File: src/rtl/frame_buffer_pkg.sv
`default_nettype none
// ============================================================================
// Module      : frame_buffer_pkg
// Description : Shared types and helpers for the DDR frame-buffer block:
//               per-slot state encoding and the frame size in bytes.
// Revision    : 1.0 - initial release
// ============================================================================
package frame_buffer_pkg;

    // Life cycle of one frame slot in memory
    typedef enum logic [1:0] {
        FREE    = 2'd0,
        WRITING = 2'd1,
        READY   = 2'd2,
        READING = 2'd3
    } slot_state_t;

    // Bytes occupied by one frame: 4 pixels packed per 8-byte beat
    function automatic int unsigned frame_bytes(input int unsigned res_x,
                                                input int unsigned res_y);
        return ((res_x + 32'd3) / 32'd4) * 32'd8 * res_y;
    endfunction

endpackage
`default_nettype wire

File: src/rtl/frame_slot_sched_sat_cnt.sv
`default_nettype none
// ============================================================================
// Module      : sat_cnt
// Description : Up-counter with increment enable that holds at all-ones.
// Revision    : 1.0 - initial release
// ============================================================================
module sat_cnt #(
    parameter int WIDTH = 16
) (
    input  logic             clk_i,
    input  logic             rst_i,
    input  logic             inc_i,
    output logic [WIDTH-1:0] cnt_o
);

    localparam logic [WIDTH-1:0] c_max = '1;

    logic [WIDTH-1:0] r_cnt;

    // Count enabled increments, stop at the maximum value
    always_ff @(posedge clk_i) begin
        if (!rst_i) begin
            r_cnt <= '0;
        end else if (inc_i && (r_cnt != c_max)) begin
            r_cnt <= r_cnt + 1'b1;
        end
    end

    assign cnt_o = r_cnt;

endmodule
`default_nettype wire

File: src/rtl/frame_slot_sched.sv
`default_nettype none
// ============================================================================
// Module      : frame_slot_sched
// Description : Hands frame slots to the write and read DMA controllers so
//               they never share a slot; the reader always gets the newest
//               complete frame, with drops/repeats absorbing rate mismatch.
// Revision    : 1.0 - initial release
// ============================================================================
module frame_slot_sched
    import frame_buffer_pkg::*;
#(
    parameter int START_ADDR    = 0,
    parameter int FRAMES_AMOUNT = 3,
    parameter int FRAME_RES_X   = 1920,
    parameter int FRAME_RES_Y   = 1080,
    parameter int ADDR_WIDTH    = 32,
    parameter int CNT_WIDTH     = 16
) (
    input  logic                  clk_i,
    input  logic                  rst_i,
    input  logic                  wr_req_i,
    input  logic                  wr_done_i,
    output logic                  wr_grant_o,
    output logic [ADDR_WIDTH-1:0] wr_addr_o,
    input  logic                  rd_req_i,
    output logic                  rd_grant_o,
    output logic [ADDR_WIDTH-1:0] rd_addr_o,
    output logic                  rd_valid_o,
    output logic                  rd_new_o,
    output logic [CNT_WIDTH-1:0]  drop_cnt_o,
    output logic [CNT_WIDTH-1:0]  repeat_cnt_o,
    output logic [CNT_WIDTH-1:0]  abort_cnt_o
);

    localparam int                    c_idx_w = $clog2(FRAMES_AMOUNT);
    localparam logic [63:0]           c_bytes = 64'(frame_bytes(FRAME_RES_X, FRAME_RES_Y));
    localparam logic [ADDR_WIDTH-1:0] c_start = ADDR_WIDTH'(START_ADDR);

    if (FRAMES_AMOUNT < 3) begin : g_bad_frames_amount
        $error("frame_slot_sched: FRAMES_AMOUNT must be at least 3");
    end

    // Constant base address of every slot
    logic [ADDR_WIDTH-1:0] w_addr_tbl [FRAMES_AMOUNT];

    for (genvar gi = 0; gi < FRAMES_AMOUNT; gi++) begin : g_addr
        localparam logic [63:0] c_base = 64'(START_ADDR) + 64'(gi) * c_bytes;
        assign w_addr_tbl[gi] = c_base[ADDR_WIDTH-1:0];
    end

    slot_state_t          r_slot_st [FRAMES_AMOUNT];
    slot_state_t          w_slot_nxt [FRAMES_AMOUNT];
    logic [c_idx_w-1:0]   r_latest,  w_latest_nxt;
    logic                 r_wr_held, w_wr_held_nxt;
    logic [c_idx_w-1:0]   r_wr_idx,  w_wr_idx_nxt;
    logic                 r_rd_held, w_rd_held_nxt;
    logic [c_idx_w-1:0]   r_rd_idx,  w_rd_idx_nxt;
    logic                 w_rdy_found;
    logic [c_idx_w-1:0]   w_free_idx;
    logic                 w_rd_valid, w_rd_new;
    logic                 w_drop_inc, w_rep_inc, w_abort_inc;

    // Evaluate reader, write-done and write-request against the pre-cycle
    // slot states; the writer allocates from the post-done free set
    always_comb begin
        w_slot_nxt    = r_slot_st;
        w_latest_nxt  = r_latest;
        w_wr_held_nxt = r_wr_held;
        w_wr_idx_nxt  = r_wr_idx;
        w_rd_held_nxt = r_rd_held;
        w_rd_idx_nxt  = r_rd_idx;
        w_rdy_found   = 1'b0;
        w_free_idx    = '0;
        w_rd_valid    = 1'b0;
        w_rd_new      = 1'b0;
        w_drop_inc    = 1'b0;
        w_rep_inc     = 1'b0;
        w_abort_inc   = 1'b0;

        for (int i = 0; i < FRAMES_AMOUNT; i++) begin
            if (r_slot_st[i] == READY) begin
                w_rdy_found = 1'b1;
            end
        end

        // Reader: the READY slot is always the latest completed frame
        if (rd_req_i) begin
            if (w_rdy_found) begin
                w_slot_nxt[r_latest] = READING;
                if (r_rd_held) begin
                    w_slot_nxt[r_rd_idx] = FREE;
                end
                w_rd_held_nxt = 1'b1;
                w_rd_idx_nxt  = r_latest;
                w_rd_valid    = 1'b1;
                w_rd_new      = 1'b1;
            end else if (r_rd_held) begin
                w_rd_valid = 1'b1;
                w_rep_inc  = 1'b1;
            end
        end

        // Writer finished: publish the frame, discard an unread older one
        if (wr_done_i && r_wr_held) begin
            w_slot_nxt[r_wr_idx] = READY;
            w_latest_nxt         = r_wr_idx;
            w_wr_held_nxt        = 1'b0;
            if (w_rdy_found && !rd_req_i) begin
                w_slot_nxt[r_latest] = FREE;
                w_drop_inc           = 1'b1;
            end
        end

        // Lowest-index free slot after the updates above
        for (int i = FRAMES_AMOUNT - 1; i >= 0; i--) begin
            if (w_slot_nxt[i] == FREE) begin
                w_free_idx = c_idx_w'(i);
            end
        end

        // Writer start: re-grant an aborted slot or take a free one
        if (wr_req_i) begin
            if (w_wr_held_nxt) begin
                w_abort_inc = 1'b1;
            end else begin
                w_slot_nxt[w_free_idx] = WRITING;
                w_wr_held_nxt          = 1'b1;
                w_wr_idx_nxt           = w_free_idx;
            end
        end
    end

    // Slot bookkeeping and registered grant responses
    always_ff @(posedge clk_i) begin
        if (!rst_i) begin
            for (int i = 0; i < FRAMES_AMOUNT; i++) begin
                r_slot_st[i] <= FREE;
            end
            r_latest   <= '0;
            r_wr_held  <= 1'b0;
            r_wr_idx   <= '0;
            r_rd_held  <= 1'b0;
            r_rd_idx   <= '0;
            wr_grant_o <= 1'b0;
            wr_addr_o  <= c_start;
            rd_grant_o <= 1'b0;
            rd_addr_o  <= c_start;
            rd_valid_o <= 1'b0;
            rd_new_o   <= 1'b0;
        end else begin
            r_slot_st  <= w_slot_nxt;
            r_latest   <= w_latest_nxt;
            r_wr_held  <= w_wr_held_nxt;
            r_wr_idx   <= w_wr_idx_nxt;
            r_rd_held  <= w_rd_held_nxt;
            r_rd_idx   <= w_rd_idx_nxt;
            wr_grant_o <= wr_req_i;
            rd_grant_o <= rd_req_i;
            rd_valid_o <= w_rd_valid;
            rd_new_o   <= w_rd_new;
            if (wr_req_i) begin
                wr_addr_o <= w_addr_tbl[w_wr_idx_nxt];
            end
            if (w_rd_valid) begin
                rd_addr_o <= w_addr_tbl[w_rd_idx_nxt];
            end
        end
    end

    sat_cnt #(.WIDTH(CNT_WIDTH)) u_drop_cnt (
        .clk_i (clk_i),
        .rst_i (rst_i),
        .inc_i (w_drop_inc),
        .cnt_o (drop_cnt_o)
    );

    sat_cnt #(.WIDTH(CNT_WIDTH)) u_repeat_cnt (
        .clk_i (clk_i),
        .rst_i (rst_i),
        .inc_i (w_rep_inc),
        .cnt_o (repeat_cnt_o)
    );

    sat_cnt #(.WIDTH(CNT_WIDTH)) u_abort_cnt (
        .clk_i (clk_i),
        .rst_i (rst_i),
        .inc_i (w_abort_inc),
        .cnt_o (abort_cnt_o)
    );

endmodule
`default_nettype wire

File: config.mk
export PLATFORM = sky130hd
export DESIGN_NAME = frame_slot_sched
export DESIGN_NICKNAME = d
export VERILOG_FILES = /design/src/rtl/frame_buffer_pkg.sv /design/src/rtl/frame_slot_sched_sat_cnt.sv /design/src/rtl/frame_slot_sched.sv
export SDC_FILE = /design/constraint.sdc
export NUM_CORES = 1
export LEC_CHECK = 0
export CORE_ASPECT_RATIO = 1.25
export CORE_MARGIN = 2
export CORE_UTILIZATION = 48
export CTS_CLUSTER_SIZE = 28
export DETAILED_ROUTE_END_ITERATION = 12
export PLACE_DENSITY = 0.81
export SYNTH_ARGS = -nofsm -noshare
export SYNTH_HDL_FRONTEND = slang
export SYNTH_SLANG_ARGS = --single-unit
File: constraint.sdc
create_clock -name clk_i -period 2.7 [get_ports clk_i]
set_clock_uncertainty 0.15 [all_clocks]
set_input_delay 0.675 -clock clk_i [delete_from_list [all_inputs] [get_ports clk_i]]
set_output_delay 0.675 -clock clk_i [all_outputs]
set_load 0.1 [all_outputs]
# == After elaboration in Yosys (flattened, before gate mapping) ==
# Index checks and enable logic that the tools add are counted.
# totals
ff_bits,130
out_inout_bits,116
wordCells,111
# classes
n_addsub,3
bitwise_logic,17
magnitude_cmp,10
mux,43
reduce_logical,15
eq_ne,6
# ops
op,count
$bmux 32 s2,2
$mux 32,4
$add 16x1->16 const B,3
$ne 16x16->1 const B,3
$mux 6,7
$mux 2,11
$ge 3x3->1 const B,6
$not 2->3,6
$demux 2 s2,4
$mux 1,15
$and 6x6->6,2
$lt 3x1->1 const B,4
$not 6->6,2
$logic_and 1x1->1,9
$and 3x3->3,2
$eq 2x2->1 const B,3
$logic_not 2->1,3
$not 3->3,2
$or 3x3->3,2
$or 6x6->6,1
$reduce_and 2->1,2
$logic_not 1->1,1

# == Longest topological paths before layout ==
# Gate-level depths: netlist of the first run.
# depth
ltp_word,27
mapped_depth,9
ltp_nobuf,8

# == Cells and area by module ==
# Synthesis of the first run repeated with hierarchy kept, for this count alone.
# hier_totals
cells_unflattened,495
area_unflattened_um2,4262.8
# modules_own_cells
mod,cells_per_inst,area_per_inst_um2,instances
sat_cnt,97,837.1,3
frame_slot_sched,204,1751.7,1

# == Least setup slack after synthesis of the first run ==
# Ideal clock, no wire load.
# synth_path
path_type,reg-to-reg
startpoint,"register u_drop_cnt.r_cnt[8], in the netlist u_drop_cnt.cnt_o[8]"
endpoint,"register u_drop_cnt.r_cnt[13], in the netlist u_drop_cnt.cnt_o[13]"
path_buffers,0
setup_time_ps,121
stages_incl_launch_ff,6
t_arrival_ps,2429
path_slack_ps,-1
cell_sequence,dfxtp_1 nand4_1 or2_2 or4_4 nand3_1 o21ai_1
# synth_via
elab_chain_cells,2
word_cells_on_any_way,3
# synth_rtl
item,line,rtl
from (decl),frame_slot_sched_sat_cnt.sv:18,logic [WIDTH-1:0] r_cnt;
from (signal assigned),frame_slot_sched_sat_cnt.sv:25,r_cnt <= r_cnt + 1'b1;
branches (longest 2 deep; another with $add 16x1->16),--,
# Parallel ways; which one is timed is not known.
# A chain may end at the register's enable or synchronous reset.

# == Worst setup path after layout of the first run ==
# layout_path
startpoint,input rd_req_i
endpoint,register wr_addr_o[21]
# layout_via
elab_chain_cells,15
word_cells_on_any_way,20
# layout_rtl
item,line,rtl
from (decl),frame_slot_sched.sv:25,"input logic rd_req_i,"
$mux 6,frame_slot_sched.sv:87,if (rd_req_i) begin
$and 3x3->3 (no source line) or $or 3x3->3 (tied branches),--,
$and 6x6->6 (no source line),--,
$mux 6,frame_slot_sched.sv:108,if (w_rdy_found && !rd_req_i) begin
$mux 6 (*),frame_slot_sched.sv:104,if (wr_done_i && r_wr_held) begin
$logic_not 2->1,frame_slot_sched.sv:116,if (w_slot_nxt[i] == FREE) begin
$mux 2 (2 in series),frame_slot_sched.sv:116,
$mux 2 (*),frame_slot_sched.sv:116,
$mux 2 (*),frame_slot_sched.sv:123,if (w_wr_held_nxt) begin
$mux 2 (*),frame_slot_sched.sv:122,if (wr_req_i) begin
$not 2->3 (not written as such) (*),frame_slot_sched.sv:162,wr_addr_o <= w_addr_tbl[w_wr_idx_nxt];
$bmux 32 s2 (*),frame_slot_sched.sv:162,
$mux 32 (not written as such) (*) (2 in series),frame_slot_sched.sv:162,
to (signal assigned),frame_slot_sched.sv:145,wr_addr_o <= c_start;
to (signal assigned),frame_slot_sched.sv:162,
to (decl),frame_slot_sched.sv:24,"output logic [ADDR_WIDTH-1:0] wr_addr_o,"
# Every way passes the cells marked *; elsewhere a longest branch is shown, timed or not. The select of a mux whose other input is x is not followed.

==> results of run 1 <==
[registers in the layout, indices dropped and copies added, names as in the netlist, 2 cells and up]
register	cells
u_repeat_cnt.cnt_o	16
r_latest	2
rd_addr_o	3
u_drop_cnt.cnt_o	16
r_slot_st	6
wr_addr_o	3
u_abort_cnt.cnt_o	16
r_rd_idx	2
r_wr_idx	2
[stage by stage]
step	utilization [%]	instances	power [mW]	setup TNS, ps
final	60.2	679	2.56	0
after global routing	60.2	679	2.65	0
after CTS	60.2	679	2.58	0
after detailed placement	57.7	663	1.69	-4540
after global placement	57.7	663	1.68	-3330
after floorplan	-	521	1.65	0
[layout make-up]
type,count,area [µm²],area share (%)
clock buffer,12,155,3.13
inverter,11,41.3,0.832
tap,97,121,2.44
multi-input combinational,365,2260,45.5
clock inverter,4,51.3,1.03
timing repair buffer,118,893,18.0
sequential,72,1440,29.1
[per-layer routing]
layer	vias to the layer above	routed length, µm
met3	22	407
met4	0	238
met5	-	0
li1	1809	-
met2	117	4710
met1	1739	3860
[cell families (layout without fill, tap and decap cells)]
kind of cell | after synthesis | after routing | synth area share (%)
other | 1 | 42 | 0.0916
xor gates and xnor gates | 30 | 30 | 6.42
muxes | 13 | 13 | 3.18
buffers and inverters | 84 | 145 | 13.5
AOI/OAI and AO/OA | 74 | 74 | 13.2
adders and majority gates | 7 | 7 | 2.14
DFF | 72 | 72 | 35.2
and+or+nand+nor | 199 | 199 | 26.3
[repair_timing]
item / CTS / global route
pin swaps: 0 / 0
endpoints found under the hold margin: 0 / 0
resized for setup: 2 / 1
setup endpoints to repair: 3 / 1
[path summary, 6_finish.rpt]
check,start,to,cells past startpoint
worst max-delay path,rd_req_i,wr_addr_o[21]$_SDFFE_PN0P_,9
worst min-delay path,u_abort_cnt.cnt_o[11]$_SDFFE_PN0P_,u_abort_cnt.cnt_o[11]$_SDFFE_PN0P_,2
worst max register to register,r_slot_st[2]$_SDFF_PN0_,wr_addr_o[21]$_SDFFE_PN0P_,8
worst min register to register,u_abort_cnt.cnt_o[11]$_SDFFE_PN0P_,u_abort_cnt.cnt_o[11]$_SDFFE_PN0P_,2
[report_power, final]
group,switching (mW),total (mW),internal (mW)
registers,0.0190,1.10,1.08
clock network,0.412,0.892,0.480
logic,0.466,0.566,0.100
total,0.897,2.56,1.66
[tightest hold or removal path: stages (launching register included)]
cell     delay, ps
dfxtp_1        340
nand2_1         60
mux2i_1         50
[synth_stat cells (6+ instances only)]
cell	n	area [µm²]
dfxtp_1	72	1440
buf_4	58	435
nor2_1	52	195
nand2_1	33	124
xnor2_1	27	236
a21oi_1	17	85.1
nand3_1	17	85.1
nand4_1	15	93.8
nor3_1	14	70.1
mux2i_1	13	130
nand2b_1	13	81.3
o21ai_0	12	60.1
inv_1	11	41.3
nor4_1	8	50.1
a211oi_1	7	52.6
and4_1	7	61.3
ha_1	7	87.6
and2_1	6	37.5
clkbuf_1	6	22.5
o31ai_1	6	45.0
or3_1	6	37.5
==> flow_summary.yaml, run 1 <==
status:
  status: "finished clean"
clocking:
  cts_buffer_depth: 2
  cts_max_level: 3
  cts_setup_buffers: 0
  cts_tree: "done"
  clk_pin_slew_worst_paths_ps: 80
  cts_buffers: 9
  cts_sinks: 72
  cts_root_buffer: "clkbuf_8"
  cts_hold_buf: 0
  clock_latency_ps: 340
sta:
  rsz0062_at_grt: "no"
  fin_crit_sh_pct: 93.2
  slew_violations: 0
  finalHoldViolations: 0
  tightest_slew_ps: 668
  setup_slack_ps: 184
  relSlewSlack_pct: 55.1
  max_freq_mhz: 397
  fin_hold_ws_ps: 352
  layout_min_cycle_time_ps: 2520
  finalSetupViolations: 0
drt:
  firstDrtPassIters: 4
  drt_iter0_drc: 171
  route.vias.total: 3687
  post_drt_via_cell_ratio: 5.43
  ant_nets: 0
  wl_per_cell_um: 13.6
  routed_wirelength_mm: 9.22
  drc: 0
grt:
  antenna_found_initial: 0
  grt_busiest_layer: "met2"
  grt_pass1_vias: 3480
  grt_pass1_wl_mm: 15.2
  use_met3_pct: 3.53
  met1_usage_pct: 23.3
  grt_max_degree: 39
  use_met2_pct: 35.2
  grt_usage_pct: 20.1
  grt_remaining_overflow: 0
setup_path:
  endpoint_kind: "flip-flop"
  crit_path_start_kind: "input port"
  path_class: "input port to flip-flop"
  rrSetupSlack_ps: 280
  crit_fanout: 8
  cpLargestDelayFamily: "compound AO/OA/AOI/OAI gates"
  crit_buf_inv: 3
  worstPathCellList: "dlygate4sd2_1 > inv_1 > a311oi_1 > buf_4 > a2bb2oi_1 > nand2b_1 > o21a_1 > ha_1 > a211oi_1"
  max_stage_delay_ps: 350
  cp.required_ps: 2820
  cpMaxStageDelayCell: "dlygate4sd2_1"
  cp.arrival_ps: 2630
die:
  die_h_um: 107
  dieArea_um2: 9290
  die_x_um: 86.6
  placement_rows: 37
  start_util_pct: 49.7
  ios: 121
  core_region_area_um2: 8240
final_layout:
  layout_common_cells: "114 x buf_4, 71 x dfxtp_1, 52 x nor2_1, 42 x conb_1, 33 x nand2_1"
  nFillCells: 717
  final_common_cell: "buf_4"
  postLayoutCellArea_um2: 4960
  diodes: 0
  drive_above_1_share_pct: 24.9
  area_delta_synth_final_pct: 21.2
  nets: 589
pwr:
  irDropWorstVdd_v: 0.000328
  leakage_nw: 2.14
  p_per_area_nw_per_um2: 515
synth:
  syn_area_um2: 4100
  syn-instance-count: 480
  synth_async_sr_flop_share_pct: 0
  ys_warn_count: 0
  synth_edf_count: 0
  synthFlopType: "dfxtp_1"
  yosysSeqAreaShare_pct: 35.2
  ys_seq_elements: 72
  yosysUniqueCellTypes: 61
  syn_area_per_cell_um2: 8.53
place:
  placed_area_um2: 4760
  pre_cts_ws_ps: -489
  place.port_buffers: 78
  dp_hpwl_mm: 6.89
  gp_congestion: 0.909
min_path:
  hold_path_class: "flip-flop to flip-flop"
run:
  drv_cap: 0
Note: power is estimated with default switching activity, not from simulation.
==> inputs of run 2 (changes only) <==
--- a/config.mk
+++ b/config.mk
@@ -7,10 +7,10 @@
 export LEC_CHECK = 0
 export CORE_ASPECT_RATIO = 1.25
 export CORE_MARGIN = 2
-export CORE_UTILIZATION = 48
+export CORE_UTILIZATION = 31
 export CTS_CLUSTER_SIZE = 28
 export DETAILED_ROUTE_END_ITERATION = 12
-export PLACE_DENSITY = 0.81
+export SKIP_CTS_REPAIR_TIMING = 1
 export SYNTH_ARGS = -nofsm -noshare
 export SYNTH_HDL_FRONTEND = slang
 export SYNTH_SLANG_ARGS = --single-unit
==> run 2 against run 1 <==
Compared with the run above: routed wire length grew 5.7%; non-clock buffer count is 3 higher; design area increased by 4.6%.
==> flow_summary.yaml, run 2 (same netlist as run 1, synthesis figures left out) <==
grt:
  grt_pass1_vias: 3423
  antenna_found_initial: 0
  grt_max_degree: 33
  grt_pass1_wl_mm: 15.9
  grt_usage_pct: 13.6
  grt_remaining_overflow: 0
drt:
  ant_nets: 0
  route.vias.total: 3600
  drc: 0
  wl_per_cell_um: 12.9
  post_drt_via_cell_ratio: 4.78
  firstDrtPassIters: 4
  routed_wirelength_mm: 9.74
  drt_iter0_drc: 119
die:
  dieArea_um2: 14200
  start_util_pct: 32.1
  die_h_um: 133
  core_region_area_um2: 12800
  placement_rows: 46
  ios: 121
  die_x_um: 107
place:
  pre_cts_ws_ps: -476
  dp_hpwl_mm: 7.18
  placed_area_um2: 4870
  place.port_buffers: 78
  gp_congestion: 0.917
sta:
  max_freq_mhz: 408
  fin_crit_sh_pct: 90.7
  finalSetupViolations: 0
  relSlewSlack_pct: 54.7
  finalHoldViolations: 0
  fin_hold_ws_ps: 339
  rsz0062_at_grt: "no"
  layout_min_cycle_time_ps: 2450
  slew_violations: 0
  tightest_slew_ps: 674
  setup_slack_ps: 250
final_layout:
  diodes: 0
  nets: 592
  area_delta_synth_final_pct: 26.8
  final_common_cell: "buf_4"
  layout_common_cells: "116 x buf_4, 71 x dfxtp_1, 52 x nor2_1, 42 x conb_1, 33 x nand2_1"
  postLayoutCellArea_um2: 5190
  drive_above_1_share_pct: 25.6
setup_path:
  path_class: "input port to flip-flop"
  crit_path_start_kind: "input port"
  rrSetupSlack_ps: 290
  cp.required_ps: 2780
  r2r-start: "r_slot_st[2]$_SDFF_PN0_"
  cp.arrival_ps: 2530
  reg2reg_to: "wr_addr_o[22]$_SDFFE_PN0P_"
  crit_fanout: 8
  endpoint_kind: "flip-flop"
  rr_worst_depth: 9
clocking:
  cts_sinks: 72
  cts_root_buffer: "clkbuf_16"
  cts_buffer_depth: 2
  clock_latency_ps: 340
  cts_max_level: 3
  cts_buffers: 9
  clk_pin_slew_worst_paths_ps: 60
  cts_tree: "done"
pwr:
  p_int_mw: 1.91
  p_sw_share_pct: 33.5
  combPwrFrac_pct: 20.2
  switchingPower_mw: 0.959
  leakage_nw: 2.21
  p_seq_share_pct: 38.4
  irDropWorstVdd_v: 0.000324
  p_per_area_nw_per_um2: 552
  p_clk_share_pct: 41.4
status:
  status: "finished clean"
run:
  drv_cap: 0
min_path:
  holdPathStages: 2
  hold_path_class: "flip-flop to flip-flop"
  whs_endpoint: "u_abort_cnt.cnt_o[11]$_SDFFE_PN0P_"
  worstHoldStart: "u_abort_cnt.cnt_o[11]$_SDFFE_PN0P_"
## run 2: cell types whose count changed in the layout (fill, tap and decap cells not counted), sizes merged
cell / previous run / this run
buf: 114 / 117
clkbuf: 12 / 9
clkinv: 1 / 4
dlygate4sd2: 2 / 0
dlymetal6s2s: 0 / 2
## run 2: area by class of cell
type,count,area [µm²]
multi-input combinational,365,2270
clock inverter,7,70.1
tap,168,210
clock buffer,9,225
timing repair buffer,121,936
inverter,11,41.3
fill,1314,7580
sequential,72,1440
## run 2: per-layer routing
layer	track usage (%)	routed length, µm	share of wire [%]
met2	22.9	4740	49
met1	16.2	4260	44
met4	7.36	262	2.7
met5	0	0	0
met3	2.61	481	4.9
## run 2: power by group through the flow
stage	registers (mW)	clock network, mW	logic [mW]
finish	1.10	1.19	0.578
CTS	1.10	1.23	0.575
global route	1.10	1.27	0.604
global placement	1.12	0	0.572
floorplan	1.17	0	0.483
detailed placement	1.12	0	0.574
## run 2: metrics by stage
| stage | util (%) | setup TNS [ps] | power (mW) | instances |
|---|---|---|---|---|
| global route | 40.6 | 0 | 2.98 | 753 |
| floorplan | - | 0 | 1.65 | 521 |
| finish | 40.6 | 0 | 2.86 | 753 |
| global placement | 38.1 | -3540 | 1.69 | 736 |
| CTS | 40.4 | -217 | 2.90 | 752 |
| detailed placement | 38.1 | -4480 | 1.70 | 736 |
## run 2: worst max-delay path: stages
cell and delay, ps:
dlymetal6s2s_1 250, nor3b_1 280, a21boi_1 190, o21bai_1 120, a2111o_1 470, and2_1 180
ha_1 180, mux2i_1 130, nor2_1 50
## run 2: how the worst max path moves through the flow
| stage | startpoint | to | slack, ps | depth (start not counted) |
|---|---|---|---|---|
| 6_report | rd_req_i | wr_addr_o[22]$_SDFFE_PN0P_ | 250 | 9 |
| 5_1_grt | rd_req_i | wr_addr_o[22]$_SDFFE_PN0P_ | 120 | 9 |
| 4_1_cts | rd_req_i | wr_addr_o[22]$_SDFFE_PN0P_ | -120 | 9 |
| 3_5_place_dp | rd_req_i | wr_addr_o[22]$_SDFFE_PN0P_ | -480 | 9 |
| 3_3_place_gp | rd_req_i | wr_addr_o[22]$_SDFFE_PN0P_ | -420 | 9 |
| 2_1_floorplan | u_drop_cnt.cnt_o[9]$_SDFFE_PN0P_ | u_drop_cnt.cnt_o[13]$_SDFFE_PN0P_ | 20 | 5 |
